## config.mk

```make
export PLATFORM = sky130hd
export DESIGN_NAME = id_ex_stage
export DESIGN_NICKNAME = d
export VERILOG_FILES = /design/src/rtl/id_ex_stage.sv
export SDC_FILE = /design/constraint.sdc
export NUM_CORES = 1
export LEC_CHECK = 0
export BUFFER_PORTS_ARGS = -buffer_cell sky130_fd_sc_hd__clkbuf_2
export CAP_MARGIN = 20
export CORE_AREA = 2 2 151 153
export DETAILED_ROUTE_END_ITERATION = 12
export DIE_AREA = 0 0 153 155
export SLEW_MARGIN = 20
export SYNTH_ARGS = -nofsm -noshare
export SYNTH_HDL_FRONTEND = slang
export SYNTH_SLANG_ARGS = --single-unit
```

## constraint.sdc

```tcl
create_clock -name clk -period 7.75 [get_ports clk]
set_clock_uncertainty 0.1 [all_clocks]
set_input_delay 0.775 -clock clk [delete_from_list [all_inputs] [get_ports clk]]
set_output_delay 0.775 -clock clk [all_outputs]
set_load 0.02 [all_outputs]
```

## src/rtl/id_ex_stage.sv

```systemverilog
// ID/EX pipeline register: load-use bubble insertion, branch flush, hold,
// WB-to-ID register bypass and saturating stall/flush event counters.
//
// Ports:
//   clk, rst            clock, async active-high reset
//   hold, flush         global freeze; wrong-path squash of the ID instruction
//   IF_ID_*/ID_*        register fields, operands and control of the ID instr
//   MEM_WB_*, WB_Data   register-file write port, used for the WB bypass
//   ID_EX_*             registered bundle consumed by forwarding and EX
//   stall               combinational; freezes PC and IF/ID
//   stall_cnt/flush_cnt saturating event counters
module id_ex_stage #(
    parameter int DATA_W = 32,
    parameter int CNT_W  = 16
) (
    input  logic              clk,
    input  logic              rst,
    input  logic              hold,
    input  logic              flush,
    input  logic [4:0]        IF_ID_RS,
    input  logic [4:0]        IF_ID_RT,
    input  logic [4:0]        IF_ID_RD,
    input  logic              ID_UsesRt,
    input  logic [DATA_W-1:0] ID_ReadData1,
    input  logic [DATA_W-1:0] ID_ReadData2,
    input  logic [DATA_W-1:0] ID_Imm,
    input  logic [DATA_W-1:0] ID_PC4,
    input  logic              ID_RegWrite,
    input  logic              ID_MemRead,
    input  logic              ID_MemWrite,
    input  logic              ID_MemtoReg,
    input  logic              ID_ALUSrc,
    input  logic              ID_RegDst,
    input  logic              ID_isR,
    input  logic [3:0]        ID_ALUOp,
    input  logic              MEM_WB_RegWrite,
    input  logic [4:0]        MEM_WB_RD,
    input  logic [DATA_W-1:0] WB_Data,
    output logic [4:0]        ID_EX_RS,
    output logic [4:0]        ID_EX_RT,
    output logic [4:0]        ID_EX_RD,
    output logic [DATA_W-1:0] ID_EX_A,
    output logic [DATA_W-1:0] ID_EX_B,
    output logic [DATA_W-1:0] ID_EX_Imm,
    output logic [DATA_W-1:0] ID_EX_PC4,
    output logic              ID_EX_RegWrite,
    output logic              ID_EX_MemRead,
    output logic              ID_EX_MemWrite,
    output logic              ID_EX_MemtoReg,
    output logic              ID_EX_ALUSrc,
    output logic              ID_EX_RegDst,
    output logic              ID_EX_isR,
    output logic [3:0]        ID_EX_ALUOp,
    output logic              ID_EX_valid,
    output logic              stall,
    output logic [CNT_W-1:0]  stall_cnt,
    output logic [CNT_W-1:0]  flush_cnt
);

    typedef struct packed {
        logic              valid;
        logic [4:0]        rs;
        logic [4:0]        rt;
        logic [4:0]        rd;
        logic [DATA_W-1:0] a;
        logic [DATA_W-1:0] b;
        logic [DATA_W-1:0] imm;
        logic [DATA_W-1:0] pc4;
        logic              reg_write;
        logic              mem_read;
        logic              mem_write;
        logic              memto_reg;
        logic              alu_src;
        logic              reg_dst;
        logic              is_r;
        logic [3:0]        alu_op;
    } ex_t;

    ex_t              ex_q, ex_d;
    logic [CNT_W-1:0] stall_cnt_q, stall_cnt_d;
    logic [CNT_W-1:0] flush_cnt_q, flush_cnt_d;
    logic             lu;
    logic             wb_hit_a, wb_hit_b;
    logic [DATA_W-1:0] a_in, b_in;

    // Stores read rt only as memory data; that path is covered downstream,
    // so rt only matters when ID_UsesRt marks it as an ALU/compare source.
    assign lu = ex_q.valid & ex_q.mem_read & (ex_q.rt != 5'd0)
              & ((ex_q.rt == IF_ID_RS)
               | (ID_UsesRt & (ex_q.rt == IF_ID_RT)));

    assign stall = lu & ~flush & ~hold;

    // Register file is written at the end of the cycle, so same-cycle reads
    // would return stale data without this bypass. $0 is never bypassed.
    assign wb_hit_a = MEM_WB_RegWrite & (MEM_WB_RD != 5'd0)
                    & (MEM_WB_RD == IF_ID_RS);
    assign wb_hit_b = MEM_WB_RegWrite & (MEM_WB_RD != 5'd0)
                    & (MEM_WB_RD == IF_ID_RT);
    assign a_in = wb_hit_a ? WB_Data : ID_ReadData1;
    assign b_in = wb_hit_b ? WB_Data : ID_ReadData2;

    always_comb begin
        ex_d        = ex_q;
        stall_cnt_d = stall_cnt_q;
        flush_cnt_d = flush_cnt_q;
        if (hold) begin
            ex_d = ex_q;
        end else if (flush) begin
            ex_d = '0;
            if (!(&flush_cnt_q)) flush_cnt_d = flush_cnt_q + CNT_W'(1);
        end else if (lu) begin
            ex_d = '0;
            if (!(&stall_cnt_q)) stall_cnt_d = stall_cnt_q + CNT_W'(1);
        end else begin
            ex_d.valid     = 1'b1;
            ex_d.rs        = IF_ID_RS;
            ex_d.rt        = IF_ID_RT;
            ex_d.rd        = IF_ID_RD;
            ex_d.a         = a_in;
            ex_d.b         = b_in;
            ex_d.imm       = ID_Imm;
            ex_d.pc4       = ID_PC4;
            ex_d.reg_write = ID_RegWrite;
            ex_d.mem_read  = ID_MemRead;
            ex_d.mem_write = ID_MemWrite;
            ex_d.memto_reg = ID_MemtoReg;
            ex_d.alu_src   = ID_ALUSrc;
            ex_d.reg_dst   = ID_RegDst;
            ex_d.is_r      = ID_isR;
            ex_d.alu_op    = ID_ALUOp;
        end
    end

    always_ff @(posedge clk or posedge rst) begin
        if (rst) begin
            ex_q        <= '0;
            stall_cnt_q <= '0;
            flush_cnt_q <= '0;
        end else begin
            ex_q        <= ex_d;
            stall_cnt_q <= stall_cnt_d;
            flush_cnt_q <= flush_cnt_d;
        end
    end

    assign ID_EX_valid    = ex_q.valid;
    assign ID_EX_RS       = ex_q.rs;
    assign ID_EX_RT       = ex_q.rt;
    assign ID_EX_RD       = ex_q.rd;
    assign ID_EX_A        = ex_q.a;
    assign ID_EX_B        = ex_q.b;
    assign ID_EX_Imm      = ex_q.imm;
    assign ID_EX_PC4      = ex_q.pc4;
    assign ID_EX_RegWrite = ex_q.reg_write;
    assign ID_EX_MemRead  = ex_q.mem_read;
    assign ID_EX_MemWrite = ex_q.mem_write;
    assign ID_EX_MemtoReg = ex_q.memto_reg;
    assign ID_EX_ALUSrc   = ex_q.alu_src;
    assign ID_EX_RegDst   = ex_q.reg_dst;
    assign ID_EX_isR      = ex_q.is_r;
    assign ID_EX_ALUOp    = ex_q.alu_op;
    assign stall_cnt      = stall_cnt_q;
    assign flush_cnt      = flush_cnt_q;

endmodule

```

==> qor.csv, run 1 <==
stage,metric,value,unit
global_route,grt_max_degree,112,
global_route,grt_pass1_vias,6454,
timing,fmax,0.320,GHz
timing,rsz0062_at_grt,no,
timing,worst_pin_slew,1.02,ns
clock_tree,cts_tree,built,
global_route,grt_usage,0.192,
clock_tree,clk_latency,0.42,ns
die,die_area,0.0237,mm²
die,fp.dieW,153,µm
place,dp_hpwl,17.0,mm
die,core,0.0222,mm²
final_layout,diodes,0,
yosys,synth_nets,851,
timing,setup_viol_count_final,0,
yosys,seq_area_frac_synth,0.591,
place,portBuffers,384,
clock_tree,postCtsSetupRepairBufs,0,
clock_tree,cts_buffers,17,
timing,drv_slew,0,
yosys,yosys_warnings,0,
timing,period_share,0.403,
yosys,syn_area_per_cell,12.1,µm²
final_layout,fin_nets,1220,
setup_path,cp.required,6.88,ns
final_layout,layout-drive-gt1-share,0.421,
detailed_routing,drcViolationCount,0,
die,initial_core_util,0.356,
pwr,power_leakage,5.45,nW
global_route,grt-ovfl-total,0,
yosys,syn_area,0.00792,mm²
setup_path,cp.arrival,2.25,ns
job,cap_violations,0,
die,die_y,155,µm
final_layout,final_util,0.478,
setup_path,crit_fanout,6,
die,ios,385,
min_path,min_path_type,input port to asynchronous set/reset pin,
clock_tree,cts.sinks,187,
pwr,power.density,225,mW/mm²
setup_path,crit_type,register to primary output,
detailed_routing,drtAntennaViolNets,0,
clock_tree,ctsLongestPathBuffers,2,
timing,hold_viol,0,
clock_tree,cts_root_buf,clkbuf_16,
yosys,synth_cell_types,37,
place,place_congestion,0.823,
detailed_routing,drt_iter0_markers,264,
setup_path,cp-start-kind,register,
clock_tree,post_cts_resized,0,
outcome,status,"finished, final reports clean",
pwr,ir_drop,0.106,mV
timing,max_slew_margin,0.317,
global_route,grt_pass1_wl,36.2,mm
timing,period_needed,3.12,ns
detailed_routing,vias,6513,
detailed_routing,wl,23.2,mm
detailed_routing,vias_per_cell,4.94,
yosys,yosys_register_bits,187,
clock_tree,clk_pin_slew,0.08,ns
detailed_routing,firstDrtPassIters,4,
detailed_routing,wire_per_inst,17.6,µm
final_layout,syn2layout_area_growth,34.3,%
setup_path,end_kind,primary output,
clock_tree,cts_hold_buf,0,
global_route,antenna_found_initial,0,
die,rows,55,
timing,fin_tns_setup,0,ns
yosys,synth_cells,652,
clock_tree,htreeDepth,4,
sequential cells by signal, summed over array words and instances (netlist names), 4 cells and up:
signal / cells
ID_EX_B: 32
ID_EX_A: 32
ID_EX_RS: 5
stall_cnt: 16
ID_EX_Imm: 32
ID_EX_PC4: 32
flush_cnt: 16
ID_EX_RD: 5
ID_EX_ALUOp: 4
ID_EX_RT: 5
synth_stat cells:
| cell | number | area (µm²) |
|---|---|---|
| a2111oi_0 | 1 | 8.76 |
| a22o_1 | 90 | 788 |
| a32oi_1 | 1 | 8.76 |
| and3_1 | 5 | 31.3 |
| and4_1 | 4 | 35.0 |
| buf_2 | 16 | 80.1 |
| buf_6 | 7 | 78.8 |
| clkbuf_1 | 18 | 67.6 |
| dfrtp_1 | 187 | 4680 |
| ha_1 | 2 | 25.0 |
| inv_1 | 4 | 15.0 |
| mux2_1 | 1 | 11.3 |
| mux2_2 | 2 | 22.5 |
| mux2i_1 | 64 | 641 |
| nand2_1 | 78 | 293 |
| nand2b_1 | 2 | 12.5 |
| nand3_1 | 14 | 70.1 |
| nand4_1 | 8 | 50.1 |
| nor2_1 | 14 | 52.6 |
| nor2_2 | 1 | 6.26 |
| nor3_1 | 5 | 25.0 |
| nor4_2 | 3 | 37.5 |
| nor4_4 | 1 | 21.3 |
| nor4b_2 | 1 | 15.0 |
| nor4b_4 | 1 | 23.8 |
| o211ai_1 | 1 | 7.51 |
| o211ai_2 | 1 | 12.5 |
| o21a_1 | 1 | 7.51 |
| o21ai_0 | 12 | 60.1 |
| o21ai_1 | 53 | 265 |
| o31ai_1 | 1 | 7.51 |
| or2_1 | 1 | 6.26 |
| or2_2 | 1 | 6.26 |
| or4_1 | 2 | 15.0 |
| or4b_1 | 1 | 10.0 |
| xnor2_1 | 23 | 201 |
| xor2_1 | 25 | 219 |
cells in the final DEF, fill, tap and decap left out, drive strengths merged, types with 8 or more instances in the layout:
cell type  netlist  final
buf             23      8
inv              4     11
nand3           14     14
nor2            15     15
mux2i           64     64
clkbuf          18    403
dfrtp          187    187
xor2            25     25
a22o            90     90
xnor2           23     23
o21ai           65     65
nand2           78     78
nand4            8      8
metal layers:
| layer | wire, µm | GRT usage | up-vias |
|---|---|---|---|
| met3 | 1490 | 0.0515 | 17 |
| li1 | - | - | 3084 |
| met2 | 11500 | 0.325 | 262 |
| met4 | 244 | 0.0445 | 0 |
| met5 | 0 | 0 | - |
| met1 | 10000 | 0.248 | 3150 |
per-stage QoR:
| stage | setup slack, ns | instances | hold slack (ns) | power (mW) | cell area (µm²) |
|---|---|---|---|---|---|
| final | 4.63 | 1319 | 0.343 | 2.39 | 10600 |
| after global routing | 4.49 | 1319 | 0.412 | 2.50 | 10600 |
| after CTS | 4.60 | 1319 | 0.391 | 2.42 | 10600 |
| after detailed placement | 4.35 | 1287 | 0.373 | 1.56 | 10000 |
| after global placement | 4.36 | 1287 | 0.368 | 1.55 | 10000 |
| after floorplan | 1.79 | 652 | 0.489 | 1.36 | 7920 |
cells by family (layout without fill, tap and decap cells):
family,after synthesis,in the layout,share of synthesized area
DFF,187,187,0.591
xor gates and xnor gates,48,48,0.0531
AOI/OAI and AO/OA,161,161,0.147
and+or+nand+nor,142,142,0.0898
buffers and inverters,45,427,0.0305
muxes,67,67,0.0852
adders and majority gates,2,2,0.00316
cell type report:
cell class / instances / area, µm²
multi-input combinational: 420 / 3010
tap: 285 / 357
inverter: 4 / 22.5
clock inverter: 12 / 121
sequential: 187 / 4680
fill: 2129 / 11600
timing repair buffer: 391 / 1980
clock buffer: 20 / 457
where the power goes:
| group | switching (mW) | total, mW | internal [mW] |
|---|---|---|---|
| combinational | 0.259 | 0.419 | 0.161 |
| clock | 0.409 | 0.854 | 0.445 |
| sequential | 0.0609 | 1.12 | 1.05 |
| total | 0.729 | 2.39 | 1.66 |
worst max-delay path, cell delays in order, from the launching register on:
cell	delay [ns]
dfrtp_1	0.47
xor2_1	0.20
nor4_2	0.27
a32oi_1	0.18
or2_1	0.38
nor2_1	0.14
clkbuf_2	0.18
final timing paths:
path,cells after the start,endpoint,slack (ns),startpoint
setup / recovery,6,stall,4.63,ID_EX_RT[3]
hold / removal,2,ID_EX_PC4[11],0.34,rst
setup reg to reg,6,ID_EX_Imm[18],5.06,ID_EX_RT[1]
hold reg to reg,2,ID_EX_B[24],0.38,ID_EX_B[24]
max in group asynchronous,3,ID_EX_PC4[7],5.87,rst
min in group clk,2,ID_EX_B[24],0.38,ID_EX_B[24]
No activity file was read; power rests on OpenSTA's default activity.
==> run 2, diff against run 1 <==
ABC_AREA = 1   (was unset)
PLACE_DENSITY = 0.73   (was unset)
clock period = 2.8 ns   (was 7.75 ns; I/O delays follow)
==> run 2 against run 1 <==
  * Sequential power grew to 2.7 times the previous value
  * Critical path depth grew 6
  * Flip-flop and latch count is the same
  * Hold slack lost 0.32 ns
  * Clock power grew to 2.8 times the previous value
  * Setup slack lost 4.1 ns
  * First-iteration DRC count grew 140%
  * Synthesized cell count grew 82%
  * Routed wire length grew 23%
  * Non-clock buffer count grew 85
  * Register-to-register slack lost 4.5 ns
  * Largest power group unchanged
==> qor.csv, run 2 <==
stage,metric,value,unit,change
die,ios,385,,unchanged
global_route,grt-ovfl-total,0,,unchanged
pwr,p_sw,2.15,mW,was 729 µW
yosys,syn_area,0.00898,mm²,was 0.00792 mm²
global_route,grt_pass1_vias,9278,,"was 6,454"
clock_tree,post_cts_resized,0,,unchanged
die,initial_core_util,0.404,,was 0.356
setup_path,r2r-start,ID_EX_RT[3],,was ID_EX_RT[1]
detailed_routing,drtAntennaViolNets,0,,unchanged
yosys,muxShareOfSynthArea,0,,was 0.0852
yosys,synth_top_family_by_area,simple AND/OR/NAND/NOR gates,,was compound AO/OA/AOI/OAI gates
pwr,intPower,4.63,mW,was 1.66 mW
clock_tree,cts.sinks,187,,unchanged
clock_tree,htreeDepth,4,,unchanged
final_layout,fin_nets,1828,,"was 1,220"
yosys,synth_edf_count,0,,unchanged
setup_path,r2r_slack,0.55,ns,was 5.06 ns
detailed_routing,drt_iter0_markers,632,,was 264
final_layout,layout-drive-gt1-share,0.280,,was 0.421
setup_path,cp-start-kind,register,,unchanged
timing,max_slew_margin,0.535,,was 0.317
detailed_routing,drcViolationCount,0,,unchanged
global_route,grt_pass1_wl,46.6,mm,was 36.2 mm
yosys,synth_cell_types,26,,was 37
detailed_routing,firstDrtPassIters,6,,was 4
timing,period_share,0.802,,
yosys,synth_nets,1388,,was 851
place,portBuffers,384,,unchanged
clock_tree,clk_latency,0.42,ns,about the same
setup_path,startpoint,ID_EX_RT[3],,unchanged
detailed_routing,routed-wl-met2,13.6,mm,was 11.5 mm
min_path,min_path_type,input port to register,,was input port to asynchronous set/reset pin
yosys,yosysMostFrequentCell,nand2_1,,was dfrtp_1
die,die_y,155,µm,unchanged
yosys,yosys_warnings,0,,unchanged
yosys,synth_cells,1189,,was 652
detailed_routing,vias,9240,,"was 6,513"
outcome,status,"finished, final reports clean",,unchanged
yosys,yosys.area_share.simple,0.379,,was 0.0898
timing,fin_tns_setup,0,ns,unchanged
clock_tree,postCtsSetupRepairBufs,0,,unchanged
job,cap_violations,0,,unchanged
detailed_routing,vias_per_cell,4.80,,was 4.94
place,place_congestion,0.844,,was 0.823
timing,fmax,0.445,GHz,
timing,hold_viol,0,,unchanged
global_route,grt_max_degree,152,,was 112
final_layout,syn2layout_area_growth,39.3,%,was 34.3%
yosys,seq_area_frac_synth,0.521,,was 0.591
yosys,synth_top_cell_by_area,dfrtp_1,,unchanged
pwr,power_leakage,7.37,nW,was 5.45 nW
yosys,yosysTopAreaCellShare,0.521,,was 0.591
setup_path,cp.required,3.06,ns,was 6.88 ns
die,die_area,0.0237,mm²,unchanged
place,placed_area,0.0111,mm²,was 0.0100 mm²
clock_tree,ctsLongestPathBuffers,2,,unchanged
yosys,synthTopCellsByArea,"dfrtp_1, nand2_1, nand3_1",,"was dfrtp_1, a22o_1, mux2i_1"
detailed_routing,wire_per_inst,14.9,µm,was 17.6 µm
yosys,synth-xor-area-share,0.0380,,was 0.0531
yosys,yosys_register_bits,187,,unchanged
setup_path,cp.arrival,2.50,ns,was 2.25 ns
pwr,ir_drop,0.331,mV,was 0.106 mV
global_route,antenna_found_initial,1,,was 0
setup_path,end_kind,register,,was primary output
setup_path,worst_r2r_path_depth,12,,was 6
clock_tree,cts_root_buf,clkbuf_16,,unchanged
pwr,combPwrFrac,0.195,,was 0.176
final_layout,design_area,0.0125,mm²,was 0.0106 mm²
timing,period_needed,2.25,ns,
final_layout,final_cell_mix,"nand2_1, clkbuf_2, dfrtp_1",,"was clkbuf_2, dfrtp_1, a22o_1"
min_path,min_from,ID_ALUOp[2],,
yosys,yosys-top-cells-count,"nand2_1, dfrtp_1, nand3_1",,"was dfrtp_1, a22o_1, nand2_1"
global_route,grt_usage,0.241,,was 0.192
yosys,synth-main-ff-cell,dfrtp_1,,unchanged
setup_path,reg2reg_to,ID_EX_Imm[12],,was ID_EX_Imm[18]
min_path,hold_path_depth,3,,
clock_tree,cts_tree,built,,unchanged
clock_tree,cts_buffers,17,,unchanged
detailed_routing,top_layer,met5,,was met4
yosys,async_flop_share,1.00,,unchanged
detailed_routing,wl,28.6,mm,was 23.2 mm
detailed_routing,met3_wirelength,2.40,mm,was 1.49 mm
pwr,p_clk_frac,0.352,,was 0.358
timing,setup_viol_count_final,0,,unchanged
pwr,pwr-share-seq,0.453,,was 0.467
place,dp_hpwl,19.5,mm,was 17.0 mm
timing,drv_slew,0,,unchanged
timing,whs,0.0249,ns,was 0.343 ns
die,rows,55,,unchanged
clock_tree,clk_pin_slew,0.07,ns,was 0.08 ns
detailed_routing,met1Wirelength,11.6,mm,was 10.0 mm
timing,worst_pin_slew,0.697,ns,was 1.02 ns
final_layout,final_util,0.563,,was 0.478
min_path,min_delay_worst_endpoint,ID_EX_ALUOp[2],,
yosys,syn_area_per_cell,7.55,µm²,was 12.1 µm²
yosys,synth_fa_ha_area_frac,0.00279,,was 0.00316
pwr,power.density,542,mW/mm²,was 225 mW/mm²
timing,rsz0062_at_grt,no,,unchanged
die,core,0.0222,mm²,unchanged
setup_path,crit_type,register to register,,was register to primary output
final_layout,diodes,0,,unchanged
pwr,power_switching_share,0.317,,was 0.305
clock_tree,cts_hold_buf,79,,was 0
final_layout,layout_commonest_cell,nand2_1,,was clkbuf_2
yosys,synth_compound_area_frac,0.00794,,was 0.147
die,fp.dieW,153,µm,unchanged
setup_path,crit_fanout,29,,was 6
run 2: cell types whose count changed in the layout (fill, tap and decap cells not counted), moves of 11 or more:
cell and change:
a22o_1 -90, dlygate4sd3_1 +79, inv_1 +31, mux2i_1 -64, nand2_1 +629, nand2_2 +12, nand3_1 +70, nor2_1 +11
o21ai_1 -52
run 2: metal layers:
| metal | GRT usage | vias to the layer above |
|---|---|---|
| met5 | 0 | - |
| met4 | 0.0992 | 2 |
| met1 | 0.298 | 4250 |
| met3 | 0.0719 | 63 |
| met2 | 0.398 | 406 |
| li1 | - | 4519 |
run 2: final cells by class:
type,instances,area [µm²]
fillers,2003,9720
flip-flops and latches,187,4680
multi-input cells,905,3850
repair buffers,476,2880
clock buffers,20,457
well taps,285,357
inverters,42,164
clock inverters,12,125
run 2: stage by stage:
| step | total power, mW | std cells | setup WS [ns] |
|---|---|---|---|
| final | 6.78 | 1927 | 0.553 |
| after global routing | 7.12 | 1927 | 0.328 |
| after CTS | 6.86 | 1927 | 0.591 |
| after detailed placement | 4.35 | 1816 | 0.380 |
| after global placement | 4.33 | 1816 | 0.395 |
| after floorplan | 3.81 | 1189 | 0.0135 |
run 2: power groups by stage:
| stage | logic, mW | clock network [mW] | registers [mW] |
|---|---|---|---|
| after floorplan | 0.457 | 0 | 3.35 |
| after global placement | 1.22 | 0 | 3.11 |
| after detailed placement | 1.24 | 0 | 3.11 |
| after CTS | 1.33 | 2.47 | 3.06 |
| after global routing | 1.45 | 2.57 | 3.09 |
| final | 1.32 | 2.39 | 3.07 |
run 2: worst max-delay path by stage:
stage,endpoint,slack (ns),cells past startpoint
after global routing,ID_EX_PC4[18],0.33,10
after detailed placement,ID_EX_PC4[24],0.38,7
after floorplan,ID_EX_ALUOp[0],0.01,1
after CTS,ID_EX_PC4[24],0.59,12
final,ID_EX_Imm[12],0.55,12
after global placement,ID_EX_Imm[0],0.40,7
run 2: worst max-delay path: stages, from the launching register on:
cell and delay, ns:
dfrtp_1 0.39, inv_1 0.12, nand2_1 0.06, nand2_1 0.06, nor2_1 0.04, nand3_1 0.09, nand2_2 0.08, nand2_1 0.06
nand2_1 0.24, inv_4 0.36, buf_4 0.36, nand2_1 0.11, nand2_1 0.10
run 2: cell families after synthesis:
logic type | Yosys count
fa+ha+maj | 2
flops | 187
simple gates | 851
xor+xnor | 39
buf+inv | 97
compound gates | 13
